$ cat config.mk
export PLATFORM = sky130hd
export DESIGN_NAME = uart_tx_fifo
export DESIGN_NICKNAME = d
export VERILOG_FILES = /design/src/rtl/uart_tx_fifo.sv
export SDC_FILE = /design/constraint.sdc
export NUM_CORES = 1
export LEC_CHECK = 0
export ABC_AREA = 1
export CAP_MARGIN = 15
export CORE_UTILIZATION = 35
export CTS_CLUSTER_SIZE = 24
export DETAILED_ROUTE_END_ITERATION = 8
export PLACE_DENSITY = 0.61
export SYNTH_ARGS = -nofsm -noshare
export SYNTH_HDL_FRONTEND = slang
export SYNTH_SLANG_ARGS = --single-unit
$ cat constraint.sdc
create_clock -name clk -period 2.89 [get_ports clk]
set_input_delay 0.4335 -clock clk [delete_from_list [all_inputs] [get_ports clk]]
set_output_delay 0.4335 -clock clk [all_outputs]
set_load 0.02 [all_outputs]
$ cat src/rtl/uart_tx_fifo.sv
`default_nettype none
// ============================================================================
//  Module      : uart_tx_fifo
//  Description : UART transmitter fed by a circular-buffer FIFO. Host logic
//                pushes words with a start/ready handshake; frames are
//                serialised back-to-back with no idle gap while words remain.
//                Frame = start(0), DATA_BITS LSB first, optional parity,
//                STOP_BITS ones. Each bit lasts CLK_DIV+1 clk cycles.
//  Ports       : clk, rst (sync, active-high)
//                tbus[DATA_BITS-1:0] word to push, start push request
//                ready FIFO not full (low in reset), overflow dropped push
//                fifo_count[FIFO_AW:0] queued words (excl. frame in flight)
//                busy frame in flight or words queued, tx registered line
//                brk (only with UART_TX_FIFO_BREAK_EN) hold line in break
//  Options     : `define UART_TX_FIFO_BREAK_EN adds the brk input.
//  Revision    : 1.0 - initial release
// ============================================================================
module uart_tx_fifo #(
    parameter int CLK_DIV   = 10416,
    parameter int DATA_BITS = 8,
    parameter int PARITY    = 0,
    parameter int STOP_BITS = 1,
    parameter int FIFO_AW   = 4
) (
    input  logic                 clk,
    input  logic                 rst,
`ifdef UART_TX_FIFO_BREAK_EN
    input  logic                 brk,
`endif
    input  logic [DATA_BITS-1:0] tbus,
    input  logic                 start,
    output logic                 ready,
    output logic                 overflow,
    output logic [FIFO_AW:0]     fifo_count,
    output logic                 busy,
    output logic                 tx
);

    localparam int          c_DEPTH     = 1 << FIFO_AW;
    localparam logic [15:0] c_DIV       = 16'(CLK_DIV);
    localparam logic [3:0]  c_LAST_DATA = 4'(DATA_BITS - 1);
    localparam logic [3:0]  c_LAST_STOP = 4'(STOP_BITS - 1);
    localparam bit          c_HAS_PAR   = (PARITY != 0);

    typedef enum logic [2:0] {
        S_IDLE   = 3'd0,
        S_START  = 3'd1,
        S_DATA   = 3'd2,
        S_PARITY = 3'd3,
        S_STOP   = 3'd4
    } state_t;

    // ------------------------------------------------------------------
    // FIFO storage and pointers (one extra MSB distinguishes full/empty)
    // ------------------------------------------------------------------
    logic [DATA_BITS-1:0] r_mem [c_DEPTH];
    logic [FIFO_AW:0]     r_wr_ptr;
    logic [FIFO_AW:0]     r_rd_ptr;

    logic                 w_full;
    logic                 w_empty;
    logic                 w_push;
    logic                 w_pop;
    logic [DATA_BITS-1:0] w_rd_data;
    logic                 w_par_bit;

    // ------------------------------------------------------------------
    // Transmit FSM state
    // ------------------------------------------------------------------
    state_t               r_state;
    logic [15:0]          r_cnt;
    logic [3:0]           r_bitn;
    logic [DATA_BITS-1:0] r_shift;
    logic                 r_par;
    logic                 r_guard;
    logic                 r_tx;

    logic                 w_brk;
    logic                 w_tick;
    logic                 w_stop_done;
    logic                 w_idle_go;
    logic                 w_line;

`ifdef UART_TX_FIFO_BREAK_EN
    assign w_brk = brk;
`else
    assign w_brk = 1'b0;
`endif

    assign w_full  = (r_wr_ptr[FIFO_AW] != r_rd_ptr[FIFO_AW]) &&
                     (r_wr_ptr[FIFO_AW-1:0] == r_rd_ptr[FIFO_AW-1:0]);
    assign w_empty = (r_wr_ptr == r_rd_ptr);

    // ready reflects the current full state only, so a push against a full
    // FIFO is refused even when a pop happens on the same edge.
    assign ready      = !w_full && !rst;
    assign w_push     = start && ready;
    assign overflow   = start && !ready && !rst;
    assign fifo_count = r_wr_ptr - r_rd_ptr;
    assign w_rd_data  = r_mem[r_rd_ptr[FIFO_AW-1:0]];

    // Odd parity makes the total count of ones odd, even makes it even.
    assign w_par_bit  = (PARITY == 1) ? ~(^w_rd_data) : (^w_rd_data);

    assign w_tick      = (r_cnt == c_DIV);
    assign w_stop_done = (r_state == S_STOP) && w_tick && (r_bitn == c_LAST_STOP);
    // After a break the line must idle high for a full bit (r_guard) before
    // the next start bit is allowed.
    assign w_idle_go   = (r_state == S_IDLE) && !w_empty && !w_brk && !r_guard;
    assign w_pop       = w_idle_go || (w_stop_done && !w_empty && !w_brk);

    assign busy = (r_state != S_IDLE) || (fifo_count != '0);
    assign tx   = r_tx;

    // Line level implied by the current state; registered into r_tx, so the
    // serial output trails the state register by exactly one cycle.
    always_comb begin
        w_line = 1'b1;
        case (r_state)
            S_IDLE:   w_line = !w_brk;
            S_START:  w_line = 1'b0;
            S_DATA:   w_line = r_shift[0];
            S_PARITY: w_line = r_par;
            S_STOP:   w_line = 1'b1;
            default:  w_line = 1'b1;
        endcase
    end

    // FIFO write port (storage is not reset; pointers define validity)
    always_ff @(posedge clk) begin
        if (w_push) begin
            r_mem[r_wr_ptr[FIFO_AW-1:0]] <= tbus;
        end
    end

    always_ff @(posedge clk) begin
        if (rst) begin
            r_wr_ptr <= '0;
            r_rd_ptr <= '0;
        end else begin
            if (w_push) begin
                r_wr_ptr <= r_wr_ptr + 1'b1;
            end
            if (w_pop) begin
                r_rd_ptr <= r_rd_ptr + 1'b1;
            end
        end
    end

    // ------------------------------------------------------------------
    // Transmit FSM. r_cnt counts cycles within the current bit and is
    // cleared at every bit boundary; r_bitn counts data or stop bits.
    // ------------------------------------------------------------------
    always_ff @(posedge clk) begin
        if (rst) begin
            r_state <= S_IDLE;
            r_cnt   <= '0;
            r_bitn  <= '0;
            r_shift <= '0;
            r_par   <= 1'b0;
            r_guard <= 1'b0;
            r_tx    <= 1'b1;
        end else begin
            r_tx <= w_line;
            case (r_state)
                S_IDLE: begin
                    r_bitn <= '0;
                    if (w_brk) begin
                        r_guard <= 1'b1;
                        r_cnt   <= '0;
                    end else if (r_guard) begin
                        if (w_tick) begin
                            r_guard <= 1'b0;
                            r_cnt   <= '0;
                        end else begin
                            r_cnt <= r_cnt + 16'd1;
                        end
                    end else if (w_pop) begin
                        r_shift <= w_rd_data;
                        r_par   <= w_par_bit;
                        r_cnt   <= '0;
                        r_state <= S_START;
                    end else begin
                        r_cnt <= '0;
                    end
                end

                S_START: begin
                    if (w_tick) begin
                        r_cnt   <= '0;
                        r_bitn  <= '0;
                        r_state <= S_DATA;
                    end else begin
                        r_cnt <= r_cnt + 16'd1;
                    end
                end

                S_DATA: begin
                    if (w_tick) begin
                        r_cnt   <= '0;
                        r_shift <= r_shift >> 1;
                        if (r_bitn == c_LAST_DATA) begin
                            r_bitn  <= '0;
                            r_state <= c_HAS_PAR ? S_PARITY : S_STOP;
                        end else begin
                            r_bitn <= r_bitn + 4'd1;
                        end
                    end else begin
                        r_cnt <= r_cnt + 16'd1;
                    end
                end

                S_PARITY: begin
                    if (w_tick) begin
                        r_cnt   <= '0;
                        r_bitn  <= '0;
                        r_state <= S_STOP;
                    end else begin
                        r_cnt <= r_cnt + 16'd1;
                    end
                end

                S_STOP: begin
                    if (w_tick) begin
                        r_cnt <= '0;
                        if (r_bitn == c_LAST_STOP) begin
                            r_bitn <= '0;
                            // Chain straight into the next frame when a word
                            // is waiting, giving a zero-length idle gap.
                            if (w_pop) begin
                                r_shift <= w_rd_data;
                                r_par   <= w_par_bit;
                                r_state <= S_START;
                            end else begin
                                r_state <= S_IDLE;
                            end
                        end else begin
                            r_bitn <= r_bitn + 4'd1;
                        end
                    end else begin
                        r_cnt <= r_cnt + 16'd1;
                    end
                end

                default: begin
                    r_state <= S_IDLE;
                    r_cnt   <= '0;
                    r_bitn  <= '0;
                end
            endcase
        end
    end

endmodule
`default_nettype wire
# Yosys cells after proc, flatten, opt, wreduce, memory -nomap -nowiden
# Memory sizes are Yosys's and may differ from the RTL's. A register that Yosys moved wholly into a read port is not among the register bits.
# Index checks and enable logic that the tools add are counted.
[totals]
register_bits = 44
latch_bits = 0
ramBits = 128
romBits = 0
inputBits = 11
elab_cells = 100
mem_count = 1
[classes]
n_addsub = 5
multipliers = 0
div_mod_pow = 0
n_lt_le_gt_ge = 0
n_eq_ne = 18
shift = 0
mux = 37
bitwise = 0
reduce_logical = 30
[memory_table]
columns = ["name", "depth", "word_bits", "read_ports", "rd_ports_with_merged_regs", "write_ports", "line_no", "source"]
rows = [
  ["r_mem", 16, 8, 1, 1, 1, "56", "logic [DATA_BITS-1:0] r_mem [c_DEPTH];"],
]
[ops]
columns = ["op", "n"]
rows = [
  ["8-bit 2-to-1 mux", 5],
  ["16-bit 2-to-1 mux", 2],
  ["16-bit case mux with 2 select lines", 1],
  ["4-bit 2-to-1 mux", 7],
  ["3-bit 2-to-1 mux", 8],
  ["8-bit case mux with 3 select lines", 1],
  ["16-bit by 1-bit adder with 16-bit output, second input constant", 1],
  ["16-bit by 14-bit equality test with 1-bit output, second input constant", 1],
  ["3-bit case mux with 5 select lines", 1],
  ["2-bit != test, second input constant", 7],
  ["4-bit case mux with 3 select lines", 1],
  ["5-bit by 1-bit adder with 5-bit output, second input constant", 2],
  ["1-bit logical AND", 10],
  ["1-bit 2-to-1 mux", 9],
  ["8-bit AND reduction", 1],
  ["8-bit parity", 1],
  ["3-bit by 2-bit equality test with 1-bit output, second input constant", 2],
  ["3-bit nonzero test", 2],
  ["5-bit equality test", 1],
  ["1-bit zero test", 5],
  ["5-bit AND reduction", 1],
  ["5-bit nonzero test", 1],
  ["5-bit subtractor", 1],
  ["4-bit by 1-bit adder with 4-bit output, second input constant", 1],
  ["16 further kinds", 18],
]

# Depth between registers and ports, before layout
[logic_depth]
word_depth = 9
mapped_depth = 18
ltp_nobuf = 16

# Least setup slack after synthesis
# No wires, ideal clock.
[synth_timing]
path_type = "register -> output"
startpoint = "register r_wr_ptr[0]"
endpoint = "output port busy"
t_arrival_ns = 2.015
path_slack_ns = 0.442
path_stages_with_launch = 8
path_buffers = 0
path_cell_list = "dfxtp_1 > inv_1 > ha_1 > fa_1 > o31ai_1 > xor2_1 > nor4_1 > nand2_1"
[synth_via]
elab_chain_len = 3
[synth_rtl]
columns = ["item", "line_no", "source"]
rows = [
  ["start: declaration", "57", "logic [FIFO_AW:0] r_wr_ptr;"],
  ["start signal: assignment", "142", "r_wr_ptr <= r_wr_ptr + 1'b1;"],
  ["5-bit subtractor", "99", "assign fifo_count = r_wr_ptr - r_rd_ptr;"],
  ["via fifo_count[4]", "34", "output logic [FIFO_AW:0] fifo_count,"],
  ["5-bit nonzero test", "112", "assign busy = (r_state != S_IDLE) || (fifo_count != '0);"],
  ["1-bit logical OR", "112", ""],
  ["end: declaration", "35", "output logic busy,"],
]
# The timed path passes the listed nets, and every way through them passes these cells.

# Worst setup path in the final report
[layout_timing]
startpoint = "register r_wr_ptr[0]"
endpoint = "output port fifo_count[2]"
[layout_via]
elab_chain_len = 1
[layout_rtl]
columns = ["item", "line_no"]
rows = [
  ["5-bit subtractor", "99"],
  ["end: declaration", "34"],
]
# No other way between the ends.

==> flow_summary.yaml <==
finish:
  drive_above_1_share: 0.107
  antenna_cells: 0
  fin_area_um2: 9090
  syn2layout_area_growth_pct: 13.3
  final_common_cell: "nand2_1"
  fill_cells: 2223
  instances_no_fill: 1169
  final_cell_mix: "245 x nand2_1, 128 x edfxtp_1, 88 x inv_1, 75 x nand3_1, 58 x nor2_1"
  nets: 896
sta:
  fmax_mhz: 355
  min_period_over_period: 0.974
  rsz0062_at_grt: "true"
  max_slew_margin: 0.497
  setup_viol: 0
  min_period_ps: 2820
  tightest_slew_ps: 752
  finalSetupTns_ps: 0
  maxSlewViolCount: 0
  hold_viol: 0
  hold_ws_ps: 474
  fin_skew_ps: 9.19
synthesis:
  yosysWarnings: 0
  ys_ff_latch: 176
  yosys.area.top_type_share: 0.479
  synth_edf_count: 128
  synthTopCellsByArea: "edfxtp_1 48%, dfxtp_1 12%, nand2_1 11%, nand3_1 4.7%, inv_1 4.1%"
  avgSynthCellArea_um2: 9.42
  netlist_instances: 852
  async_flop_share: 0
  yosysTopAreaCell: "edfxtp_1"
  syn_nets: 877
  synth_flop_cell: "edfxtp_1"
  synth_cell_types: 42
  yosysSeqAreaShare: 0.599
  netlist_area_um2: 8030
critical_path:
  r2r_start: "r_rd_ptr[2]$_SDFFE_PP0N_"
  critPathCaptureType: "output pin"
  ff2ff_setup_slack_ps: 220
  path_max_fanout: 4
  cp-start-kind: "register"
  cp.arrival_ps: 2380
  r2r_cells: 9
  path_class: "register to output pin"
  timing.rr.end: "r_mem[15][6]$_DFFE_PP_"
  crit_required_ps: 2460
drt:
  wl_mm: 17.4
  viasPerCell: 4.81
  ant_nets: 0
  drc: 0
  dr.pass1.iters: 7
  wl_per_cell_um: 14.9
  vias: 5624
  drt_iter0_drc: 308
clock_network:
  cts_root_buffer: "clkbuf_16"
  cts.sinks: 176
  path_clk_slew_ps: 70
  cts_tree: "done"
  insertion_delay_ps: 440
  cts-buffers-inserted: 17
  cts_buffer_depth: 2
  cts.htree.levels: 4
pwr:
  irDropWorstVdd_v: 0.000420
  combPwrFrac: 0.351
  p_sw_frac: 0.380
  pwr_density_cell_nw_per_um2: 867
  clock_power_share: 0.280
  seqPwrFrac: 0.369
  p_total_mw: 7.89
  switching_power_mw: 3.00
  internal_power_mw: 4.89
  p_leak_nw: 3.55
min_path:
  min_to: "r_shift[7]$_SDFFE_PP0P_"
  holdPathStages: 2
  hold_start: "r_shift[7]$_SDFFE_PP0P_"
  hold_class: "register to register"
global_routing:
  antenna_found_initial: 0
  track_usage: 0.157
  grt_pass1_vias: 5360
  grt-ovfl-total: 0
  grt_first_pass_wirelength_mm: 28.2
  grt_max_degree: 36
placed_design:
  gp_congestion: 0.797
  port_buffers: 19
  place_inst: 1137
  hpwlAfterDp_mm: 11.9
  place_area_um2: 8470
outcome:
  status: "finished clean"
floorplanning:
  core_um2: 22600
  dieWidth_um: 153
  die-area_um2: 23500
  die_h_um: 153
  start_util: 0.356
  rows: 55
  io_pins: 20
flow_run:
  maxCapViolations: 0
-- metrics by stage --
stage | setup WS (ps) | util
floorplan | 442 | -
global placement | 69.7 | 0.375
detailed placement | 39.7 | 0.375
CTS | 6.30 | 0.401
global route | -167 | 0.403
finish | 73.7 | 0.403
-- how the worst max path moves through the flow --
stage,cells after the start,start,to,slack (ps)
2_1_floorplan,7,r_wr_ptr[0]$_SDFFE_PP0P_,busy,440
3_3_place_gp,9,r_wr_ptr[0]$_SDFFE_PP0P_,r_mem[11][4]$_DFFE_PP_,70
3_5_place_dp,9,r_rd_ptr[2]$_SDFFE_PP0N_,r_mem[11][5]$_DFFE_PP_,40
4_1_cts,9,r_rd_ptr[2]$_SDFFE_PP0N_,r_mem[11][5]$_DFFE_PP_,6
5_1_grt,8,r_rd_ptr[2]$_SDFFE_PP0N_,ready,-170
6_report,5,r_wr_ptr[0]$_SDFFE_PP0P_,fifo_count[2],70
-- flip-flops by register name, indices dropped and copies added (netlist names), named ones only --
| signal | cells |
|---|---|
| r_bitn | 4 |
| r_rd_ptr | 5 |
| tx | 1 |
| r_mem | 128 |
| r_state | 3 |
| r_guard | 1 |
| r_wr_ptr | 5 |
| r_shift | 8 |
| r_cnt | 16 |
| r_par | 1 |
-- power by group through the flow --
stage               Clock [mW]  Combinational, mW  Sequential (mW)
floorplan                    0               2.10             2.94
global placement             0               2.72             2.97
detailed placement           0               2.74             2.97
CTS                       2.25               2.76             2.91
global route              2.34               3.12             2.93
finish                    2.21               2.77             2.91
-- per-layer routing --
metal	GRT usage	vias to the layer above	part of all wire
li1	-	2851	-
met1	0.203	2609	0.45
met2	0.259	132	0.49
met3	0.0250	32	0.038
met4	0.0719	0	0.023
met5	0	-	0
-- cells in the mapped netlist, types with 3 or more instances --
cell	count
nand2_1	245
a31oi_1	5
edfxtp_1	128
nor2_4	4
buf_2	14
xor2_1	5
o211ai_1	7
buf_6	8
ha_1	13
nor4_1	4
inv_2	10
o21ai_0	25
dfxtp_1	48
o21ai_1	11
nand4_1	6
nand3_1	75
clkbuf_1	5
inv_1	88
nor3b_1	3
xnor2_1	5
or2_0	3
a21oi_1	24
nor3_1	12
a211oi_1	3
nor2_1	74
nand2_2	3
o21a_1	3
nor2_2	3
-- critical path, stage by stage, from the launching register on --
cell             delay, ps
dfxtp_2                350
inv_1                   90
ha_1                   240
fa_2                   370
xnor2_1                250
clkdlybuf4s50_1        650
-- cell families after synthesis --
group,Yosys count,share of synthesized area
adders and majority gates,14,0.0228
AOI/OAI and AO/OA,84,0.0609
buffers and inverters,129,0.0709
DFF,176,0.599
and+or+nand+nor,439,0.236
xor gates and xnor gates,10,0.0109
-- cell type report --
class | count | area [um2] | share of cell area
clock buffers | 17 | 425 | 0.0468
clock inverters | 15 | 140 | 0.0154
inverters | 99 | 372 | 0.0409
multi-input cells | 547 | 2710 | 0.298
flip-flops and latches | 176 | 4810 | 0.529
well taps | 285 | 357 | 0.0392
repair buffers | 30 | 280 | 0.0308
-- what timing repair did --
action,4_1_cts,5_1_grt
setup endpoints to repair,4,132
hold buffers,0,0
gates resized for setup,10,18
buffers inserted,0,0
hold endpoints to repair,0,0
pin swaps,1,0
Power figures use the tool's default switching activity.
